<file path="src/rtl/dmem_arbiter.sv">
// Round-robin arbiter for two requesters sharing a single-port 64-word data memory.
// Each accepted access drives the memory for exactly one cycle; read data returns registered with a done pulse.
module dmem_arbiter #(
    parameter int AW         = 32,
    parameter int DW         = 32,
    parameter int ADDR_SHIFT = 2
) (
    input  logic          clk,
    input  logic          reset,
    input  logic          req0,
    input  logic          we0,
    input  logic [AW-1:0] addr0,
    input  logic [DW-1:0] wdata0,
    output logic          gnt0,
    output logic          done0,
    output logic [DW-1:0] rdata0,
    input  logic          req1,
    input  logic          we1,
    input  logic [AW-1:0] addr1,
    input  logic [DW-1:0] wdata1,
    output logic          gnt1,
    output logic          done1,
    output logic [DW-1:0] rdata1,
    output logic          mem_we,
    output logic [AW-1:0] mem_a,
    output logic [DW-1:0] mem_wd,
    input  logic [DW-1:0] mem_rd
);

    typedef enum logic {IDLE, BUSY} state_t;

    state_t        state;
    logic          cur;
    logic          last_grant;
    logic          we_lat;
    logic [AW-1:0] a_lat;
    logic [DW-1:0] wd_lat;

    logic          elig0;
    logic          elig1;
    logic          win;

    // The requester finishing its BUSY cycle is not eligible, so the other side can follow back-to-back.
    always_comb begin
        elig0 = req0 && !(state == BUSY && !cur);
        elig1 = req1 && !(state == BUSY && cur);
        win   = (elig0 && elig1) ? ~last_grant : elig1;
    end

    always_ff @(posedge clk) begin
        if (reset) begin
            state      <= IDLE;
            cur        <= 1'b0;
            last_grant <= 1'b1;
            we_lat     <= 1'b0;
            a_lat      <= '0;
            wd_lat     <= '0;
            done0      <= 1'b0;
            done1      <= 1'b0;
            rdata0     <= '0;
            rdata1     <= '0;
        end else begin
            done0 <= (state == BUSY) && !cur;
            done1 <= (state == BUSY) && cur;
            if (state == BUSY && !we_lat) begin
                if (cur) rdata1 <= mem_rd;
                else     rdata0 <= mem_rd;
            end
            if (elig0 || elig1) begin
                state      <= BUSY;
                cur        <= win;
                last_grant <= win;
                we_lat     <= win ? we1 : we0;
                a_lat      <= (win ? addr1 : addr0) >> ADDR_SHIFT;
                wd_lat     <= win ? wdata1 : wdata0;
            end else begin
                state <= IDLE;
            end
        end
    end

    assign gnt0   = (state == BUSY) && !cur;
    assign gnt1   = (state == BUSY) && cur;
    // Reset aborts an in-flight write before the falling edge commits it.
    assign mem_we = (state == BUSY) && we_lat && !reset;
    assign mem_a  = a_lat;
    assign mem_wd = wd_lat;

endmodule

</file>
<file path="config.mk">
export PLATFORM = sky130hd
export DESIGN_NAME = dmem_arbiter
export DESIGN_NICKNAME = d
export VERILOG_FILES = /design/src/rtl/dmem_arbiter.sv
export SDC_FILE = /design/constraint.sdc
export NUM_CORES = 1
export LEC_CHECK = 0
export CORE_ASPECT_RATIO = 0.9
export CORE_MARGIN = 2
export CORE_UTILIZATION = 38
export DETAILED_ROUTE_END_ITERATION = 8
export GPL_TIMING_DRIVEN = 1
export PLACE_DENSITY = 0.81
export SYNTH_ARGS = -nofsm -noshare
export SYNTH_HDL_FRONTEND = slang
export SYNTH_SLANG_ARGS = --single-unit
export TNS_END_PERCENT = 20
</file>
<file path="constraint.sdc">
create_clock -name clk -period 1.84 [get_ports clk]
set_clock_uncertainty 0.05 [all_clocks]
set_input_delay 0.276 -clock clk [delete_from_list [all_inputs] [get_ports clk]]
set_output_delay 0.276 -clock clk [all_outputs]
set_load 0.005 [all_outputs]
</file>
[Word level (Yosys, flattened, before mapping)]
Index checks and enable logic that the tools add are counted.
Cells by class
  bitwise operators: 2
  reduce and logical (&&, ||, !) cells: 16
  multiplexer cells: 5
Operator list (count)
  32-bit two-way mux: 2
  1-bit logical AND: 8
  1-bit zero test: 5
  2-bit AND reduction: 2
  1-bit two-way mux: 3
  1-bit inverter: 2
  1-bit logical OR: 1
Word-level totals
  output and inout port bits: 133
  register bits after elaboration: 132
  bits of input ports: 166
  logic and storage cells: 33

[Longest topological paths before layout]
Gate-level depths: netlist of the first run.
  word-level depth: 7
  gate-level depth with buffers: 6
  gate-level depth less buffers: 4

[Least setup slack after synthesis of the first run]
No wires, ideal clock.
  path kind: register to register
  start: register state
  end: register a_lat[11] (netlist: mem_a[11])
  setup time: 0.070 ns
  cell stages (with the launch flop): 6
  clock period less this slack: 1.452 ns
  setup slack: 0.388 ns
  buffers on the path: 1
  required time: 1.720 ns
  arrival time: 1.331 ns
  cells stage by stage: dfxtp_1 > nand2_2 > or2_2 > a21oi_4 > buf_4 > o2bb2ai_1
Between the ends
  word-level cells in the longest chain between the ends: 6
  elaborated cells on any way between the ends: 10
  classes of those cells: 2 x mux; 8 x reduce/logical
Ends and longest elaborated chain
  from (decl): RTL line 32  | state_t state;
  from (signal assigned): RTL line 52  | state <= IDLE;
  from (signal assigned): RTL line 70  | state <= BUSY;
  from (signal assigned): RTL line 77  | state <= IDLE;
  1-bit logical AND, on equally long branches: RTL line 45, 46
  1-bit zero test, on equally long branches: RTL line 45, 46
  1-bit logical AND, on equally long branches: RTL line 45, 46
  1-bit logical AND: RTL line 47  | win = (elig0 && elig1) ? ~last_grant : elig1;
  1-bit two-way mux: RTL line 47
  32-bit two-way mux: RTL line 74  | a_lat <= (win ? addr1 : addr0) >> ADDR_SHIFT;
  to (signal assigned): RTL line 74
  to (decl): RTL line 36  | logic [AW-1:0] a_lat;
Parallel ways exist; a longest one is shown, timed or not.
A chain may end at the register's enable or synchronous reset.

[Final worst setup path of the first run]
  start: register state
  end: output mem_we
Between the ends
  word-level cells in the longest chain between the ends: 2
Ends and longest elaborated chain
  1-bit logical AND (2 in a row): RTL line 85  | assign mem_we = (state == BUSY) && we_lat && !reset;
  to (decl): RTL line 24  | output logic mem_we,
No other way between the ends.

==> flow_summary_export.csv, run 1 <==
group,metric,value,unit
run_status,outcome,"finished clean",
logic_synthesis,ys_seq_area_frac,0.528,
sta,fin_setup_tns,0,ns
place,pre_cts_ws,-0.0474,ns
global_routing,grt_max_degree,67,
setup_path,critPathKind,"register to output pin",
place,dp_hpwl,12.0,mm
finish,regArea,2650,µm²
finish,drive_above_1_share,0.0746,
logic_synthesis,syn_area_per_cell,9.63,µm²
floorplanning,rows,39,
sta,fin_ws,0.0492,ns
global_routing,antenna_found_initial,0,
cts,cts_sinks,132,
sta,final.min_clock_period,1.79,ns
global_routing,grt_pass1_vias,5071,
pwr,p_per_area,907,nW/µm²
min_path,hp-start,"reset",
finish,fillers,940,
sta,finalSetupViolCount,0,
sta,fmax,558,MHz
global_routing,grt_pass1_wl,25.9,mm
cts,cts_setup_buffers,0,
global_routing,grt-ovfl-total,0,
flow_run,cap_violations,0,
logic_synthesis,yosysTopAreaCellShare,0.528,
route,drtAntennaViolNets,0,
setup_path,r2r-end,"mem_a[28]",
setup_path,r2r_start,"state",
cts,cts_tree,"built",
sta,tightest_slew,0.664,ns
floorplanning,dieHeight,113,µm
logic_synthesis,synthesis.yosys.warnings,0,
finish,antenna_cells,0,
place,io_buffers,292,
sta,rsz0062_at_grt,"no",
route,drt-total-wl,16.5,mm
setup_path,r2r_setup_slack,0.26,ns
setup_path,endpoint_kind,"output pin",
route,dr.pass1.iters,4,
sta,drv_slew,0,
cts,cts-buffers-inserted,17,
cts,cts_max_path_buffers,2,
logic_synthesis,ys_types,22,
place,globalplace.congestion,0.819,
floorplanning,die_x,125,µm
logic_synthesis,synth_top_area_cell,"dfxtp_1",
logic_synthesis,ys_top_cells_by_count,"dfxtp_1, nand2_1, a21oi_1, mux2i_1, o2bb2ai_1",
logic_synthesis,syn_area,5010,µm²
floorplanning,dieArea,14100,µm²
logic_synthesis,synth_edf_count,0,
pwr,vdd_ir_drop_max,0.603,mV
route,wl_per_cell,16.8,µm
logic_synthesis,ys_seq_elements,132,
setup_path,critPathLaunchType,"register",
setup_path,required,1.51,ns
floorplanning,start_util,0.392,
route,remaining_drc_errors,0,
cts,htreeDepth,4,
pwr,leakage,3.40,nW
route,vias,4916,
pwr,total_power,7.91,mW
route,via_per_inst,5.01,
floorplanning,coreArea,12800,µm²
floorplanning,io_pins,299,
cts,clkTransAtPathRegs,0.05,ns
setup_path,reg2regPathDepth,5,
logic_synthesis,ys_top_cells_by_area,"dfxtp_1, mux2i_1, o2bb2ai_1",
cts,root_buffer,"clkbuf_16",
logic_synthesis,yosys_most_used_dff,"dfxtp_1",
cts,clk_latency,0.40,ns
logic_synthesis,synthCells,520,
setup_path,worstPathArrival,1.46,ns
min_path,worstHoldPathType,"input pin to register",
finish,syn_to_final_growth,74.2,%
min_path,whs_endpoint,"cur",
sta,fin_crit_sh,0.973,
logic_synthesis,async_flop_share,0,
sta,max_slew_margin,0.557,
global_routing,grt_use_total,0.232,
finish,multi_input_area,2150,µm²
sta,hold_viol,0,
finish,fin_util,0.682,
route,first_iter_violations,244,
logic_synthesis,synth.most_common_cell,"dfxtp_1",
min_path,holdPathStages,2,
finish,nets,971,
setup_path,cp_max_fo,4,
what timing repair did:
action / CTS / global route
hold endpoints to repair: 0 / 0
hold buffers: 0 / 0
setup endpoints to repair: 3 / 3
resized for setup: 5 / 4
worst max path at each step:
stage	startpoint	end	cells after the start
after floorplan	state	mem_a[11]	5
after global placement	req0	mem_a[6]	5
after detailed placement	req0	mem_a[15]	5
after CTS	cur	gnt0	3
after global routing	we_lat	mem_we	3
final	state	mem_we	3
worst max-delay path, cell delays in order (launching register included):
cell and delay, ns:
dfxtp_4 0.38, nand2_1 0.06, nor2_1 0.08, clkdlybuf4s50_1 0.53
kinds of logic after synthesis:
| group | count (synthesis) | share of synthesized area |
|---|---|---|
| AOI/OAI and AO/OA | 132 | 0.183 |
| and+or+nand+nor | 145 | 0.113 |
| muxes | 63 | 0.126 |
| DFF | 132 | 0.528 |
| other | 1 | 0.000749 |
| buffers and inverters | 47 | 0.0490 |
routing by layer:
metal | GRT usage | vias to the layer above | part of all wire
met5 | 0 | - | 0
met4 | 0.0963 | 0 | 0.025
met3 | 0.0988 | 29 | 0.10
met2 | 0.403 | 217 | 0.49
met1 | 0.250 | 2297 | 0.38
li1 | - | 2373 | -
layout make-up:
class,count,area share
clock buffer,19,0.0496
multi-input combinational,342,0.247
timing repair buffer,309,0.357
inverter,3,0.00129
clock inverter,13,0.0184
sequential,132,0.304
tap,164,0.0235
metrics by stage:
step                cells  cell area (µm²)  hold slack (ns)
global route          982             8720           0.0918
CTS                   982             8720           0.0796
finish                982             8720           0.0971
floorplan             521             5010            0.362
global placement      950             8110            0.391
detailed placement    950             8110            0.396
sequential cells by signal, indices dropped and copies added (netlist names):
register,cells
mem_a,30
rdata1,32
cur,1
rdata0,32
done1,1
done0,1
we_lat,1
state,1
mem_wd,32
last_grant,1
power breakdown:
group          internal [mW]  switching [mW]  leakage [nW]  total, mW
Sequential              3.06           0.117          1.08       3.18
Combinational          0.859           0.531          2.03       1.39
Clock                   2.12            1.22         0.287       3.34
Total                   6.05            1.87          3.40       7.91
cells in the final DEF (no fill, tap or decap), drive strengths merged:
cell type,instances
clkdlybuf4s50,290
nand2,132
dfxtp,132
a21oi,68
mux2i,63
o2bb2ai,62
clkbuf,19
buf,18
clkinv,8
nor2,5
inv,3
or2,3
bufinv,3
nand3b,2
conb,2
clkinvlp,2
nand2b,2
a21o,1
nand3,1
a311oi,1
dlymetal6s2s,1
Power figures use the tool's default switching activity.
==> run 2, diff against run 1 <==
CORE_ASPECT_RATIO = default   (was 0.9)
CORE_UTILIZATION = 40   (was 38)
PLACE_DENSITY = 0.85   (was 0.81)
clock period = 2.2 ns   (was 1.84 ns; I/O delays follow)
==> run 2 against run 1 <==
Die area shrank 4.8%; sequential power fell by 16%; count of clock-buffer cells in the layout increased by 1; final cell count down 0.31%; critical path type unchanged; largest power group unchanged.
==> flow_summary_export.csv, run 2 (synthesized netlist as in run 1, its figures left out) <==
group,metric,value,unit
run_status,outcome,"finished clean",
floorplanning,io_pins,299,
setup_path,worstPathArrival,1.56,ns
place,dp_hpwl,12.2,mm
floorplanning,die_x,116,µm
sta,tightest_slew,0.667,ns
sta,drv_slew,0,
sta,max_slew_margin,0.556,
route,vias,4890,
global_routing,grt_max_degree,69,
setup_path,r2r_setup_slack,0.53,ns
cts,cts_tree,"built",
route,wl_per_cell,16.6,µm
floorplanning,rows,40,
setup_path,critPathKind,"register to output pin",
route,via_per_inst,4.99,
floorplanning,start_util,0.413,
sta,hold_slack,0.135,ns
place,globalplace.congestion,0.793,
place,io_buffers,292,
setup_path,path_delay_family,"buffers and inverters",
cts,cts_hold_buf,0,
route,drtAntennaViolNets,0,
min_path,whs_endpoint,"we_lat",
sta,hold_viol,0,
sta,rsz0062_at_grt,"no",
pwr,p_per_area,780,nW/µm²
cts,clkTransAtPathRegs,0.05,ns
setup_path,required,1.82,ns
route,remaining_drc_errors,0,
global_routing,grt_use_total,0.239,
sta,fmax,516,MHz
pwr,leakage,3.35,nW
cts,root_buffer,"clkbuf_16",
setup_path,endpoint_kind,"output pin",
finish,layout_common_cells,"clkdlybuf4s50_1, dfxtp_1, nand2_1",
route,first_iter_violations,312,
sta,fin_setup_tns,0,ns
floorplanning,dieHeight,116,µm
cts,clk_latency,0.39,ns
cts,post_cts_resized,0,
cts,cts_max_path_buffers,2,
setup_path,r2r-end,"mem_a[0]",
place,place_inst,947,
finish,syn_to_final_growth,73.4,%
global_routing,grt-ovfl-total,0,
sta,final.min_clock_period,1.94,ns
cts,cts_sinks,132,
global_routing,antenna_found_initial,1,
min_path,worstHoldPathType,"input pin to register",
min_path,holdPathStages,2,
finish,fillers,897,
sta,fin_crit_sh,0.881,
floorplanning,dieArea,13400,µm²
route,drt-total-wl,16.3,mm
finish,instances_no_fill,979,
sta,finalSetupViolCount,0,
finish,nets,964,
route,dr.pass1.iters,4,
setup_path,crit_chain,"nand2b_1 > inv_1 > clkdlybuf4s50_1",
setup_path,r2r_start,"state",
setup_path,cpMaxStageDelayCell,"clkdlybuf4s50_1",
finish,drive_above_1_share,0.0617,
cts,cts_setup_buffers,0,
cts,cts-buffers-inserted,17,
finish,final_common_cell,"clkdlybuf4s50_1",
flow_run,cap_violations,0,
setup_path,reg2regPathDepth,5,
pwr,total_power,6.77,mW
setup_path,crit_path_max_incr_delay,0.53,ns
setup_path,cp_max_fo,6,
global_routing,grt_pass1_wl,24.8,mm
floorplanning,coreArea,12100,µm²
setup_path,critPathLaunchType,"register",
global_routing,grt_pass1_vias,5104,
min_path,hp-start,"reset",
setup_path,crit_buf_inv,2,
cts,htreeDepth,4,
pwr,vdd_ir_drop_max,0.433,mV
==> run 2: worst register-to-register path, delay by kind of cell, from the launching register on <==
kind	cells	cell delay [ns]
AOI/OAI and AO/OA	1	0.14
buffers and inverters	1	0.28
DFF	1	0.39
and+or+nand+nor	3	0.69
==> run 2: metrics by stage <==
stage | setup slack, ns | area [µm²] | utilization
after detailed placement | 0.215 | 8050 | 0.664
after global placement | 0.299 | 8050 | 0.664
after CTS | 0.236 | 8680 | 0.717
after global routing | 0.172 | 8680 | 0.717
final | 0.261 | 8680 | 0.717
after floorplan | 0.748 | 5010 | -
==> run 2: cell type report <==
| class | count | area, µm² | share of cell area |
|---|---|---|---|
| repair buffers | 302 | 3040 | 0.350 |
| flip-flops and latches | 132 | 2640 | 0.304 |
| multi-input cells | 342 | 2140 | 0.247 |
| clock buffers | 20 | 457 | 0.0526 |
| well taps | 168 | 210 | 0.0242 |
| clock inverters | 11 | 175 | 0.0202 |
| inverters | 3 | 11.3 | 0.00130 |
| diodes | 1 | 2.50 | 0.000288 |
==> run 2: power breakdown <==
group	total [mW]	internal, mW	switching (mW)	leakage [nW]
sequential	2.66	2.56	0.0953	1.08
combinational	1.13	0.699	0.433	1.97
clock	2.99	1.96	1.03	0.303
==> run 2: metal layers <==
metal	vias to the layer above	global-route usage	share of wire
li1	2357	-	-
met5	-	0	0
met1	2278	0.244	0.36
met2	230	0.433	0.51
met4	0	0.0921	0.021
met3	25	0.100	0.11
==> run 2: worst max-delay path by stage <==
| stage | from | endpoint | slack [ns] | cells past startpoint |
|---|---|---|---|---|
| 2_1_floorplan | state | mem_a[11] | 0.75 | 5 |
| 3_3_place_gp | req0 | mem_wd[0] | 0.30 | 6 |
| 3_5_place_dp | req0 | mem_a[0] | 0.21 | 5 |
| 4_1_cts | cur | gnt0 | 0.24 | 3 |
| 5_1_grt | we_lat | mem_we | 0.17 | 3 |
| 6_report | state | gnt0 | 0.26 | 3 |
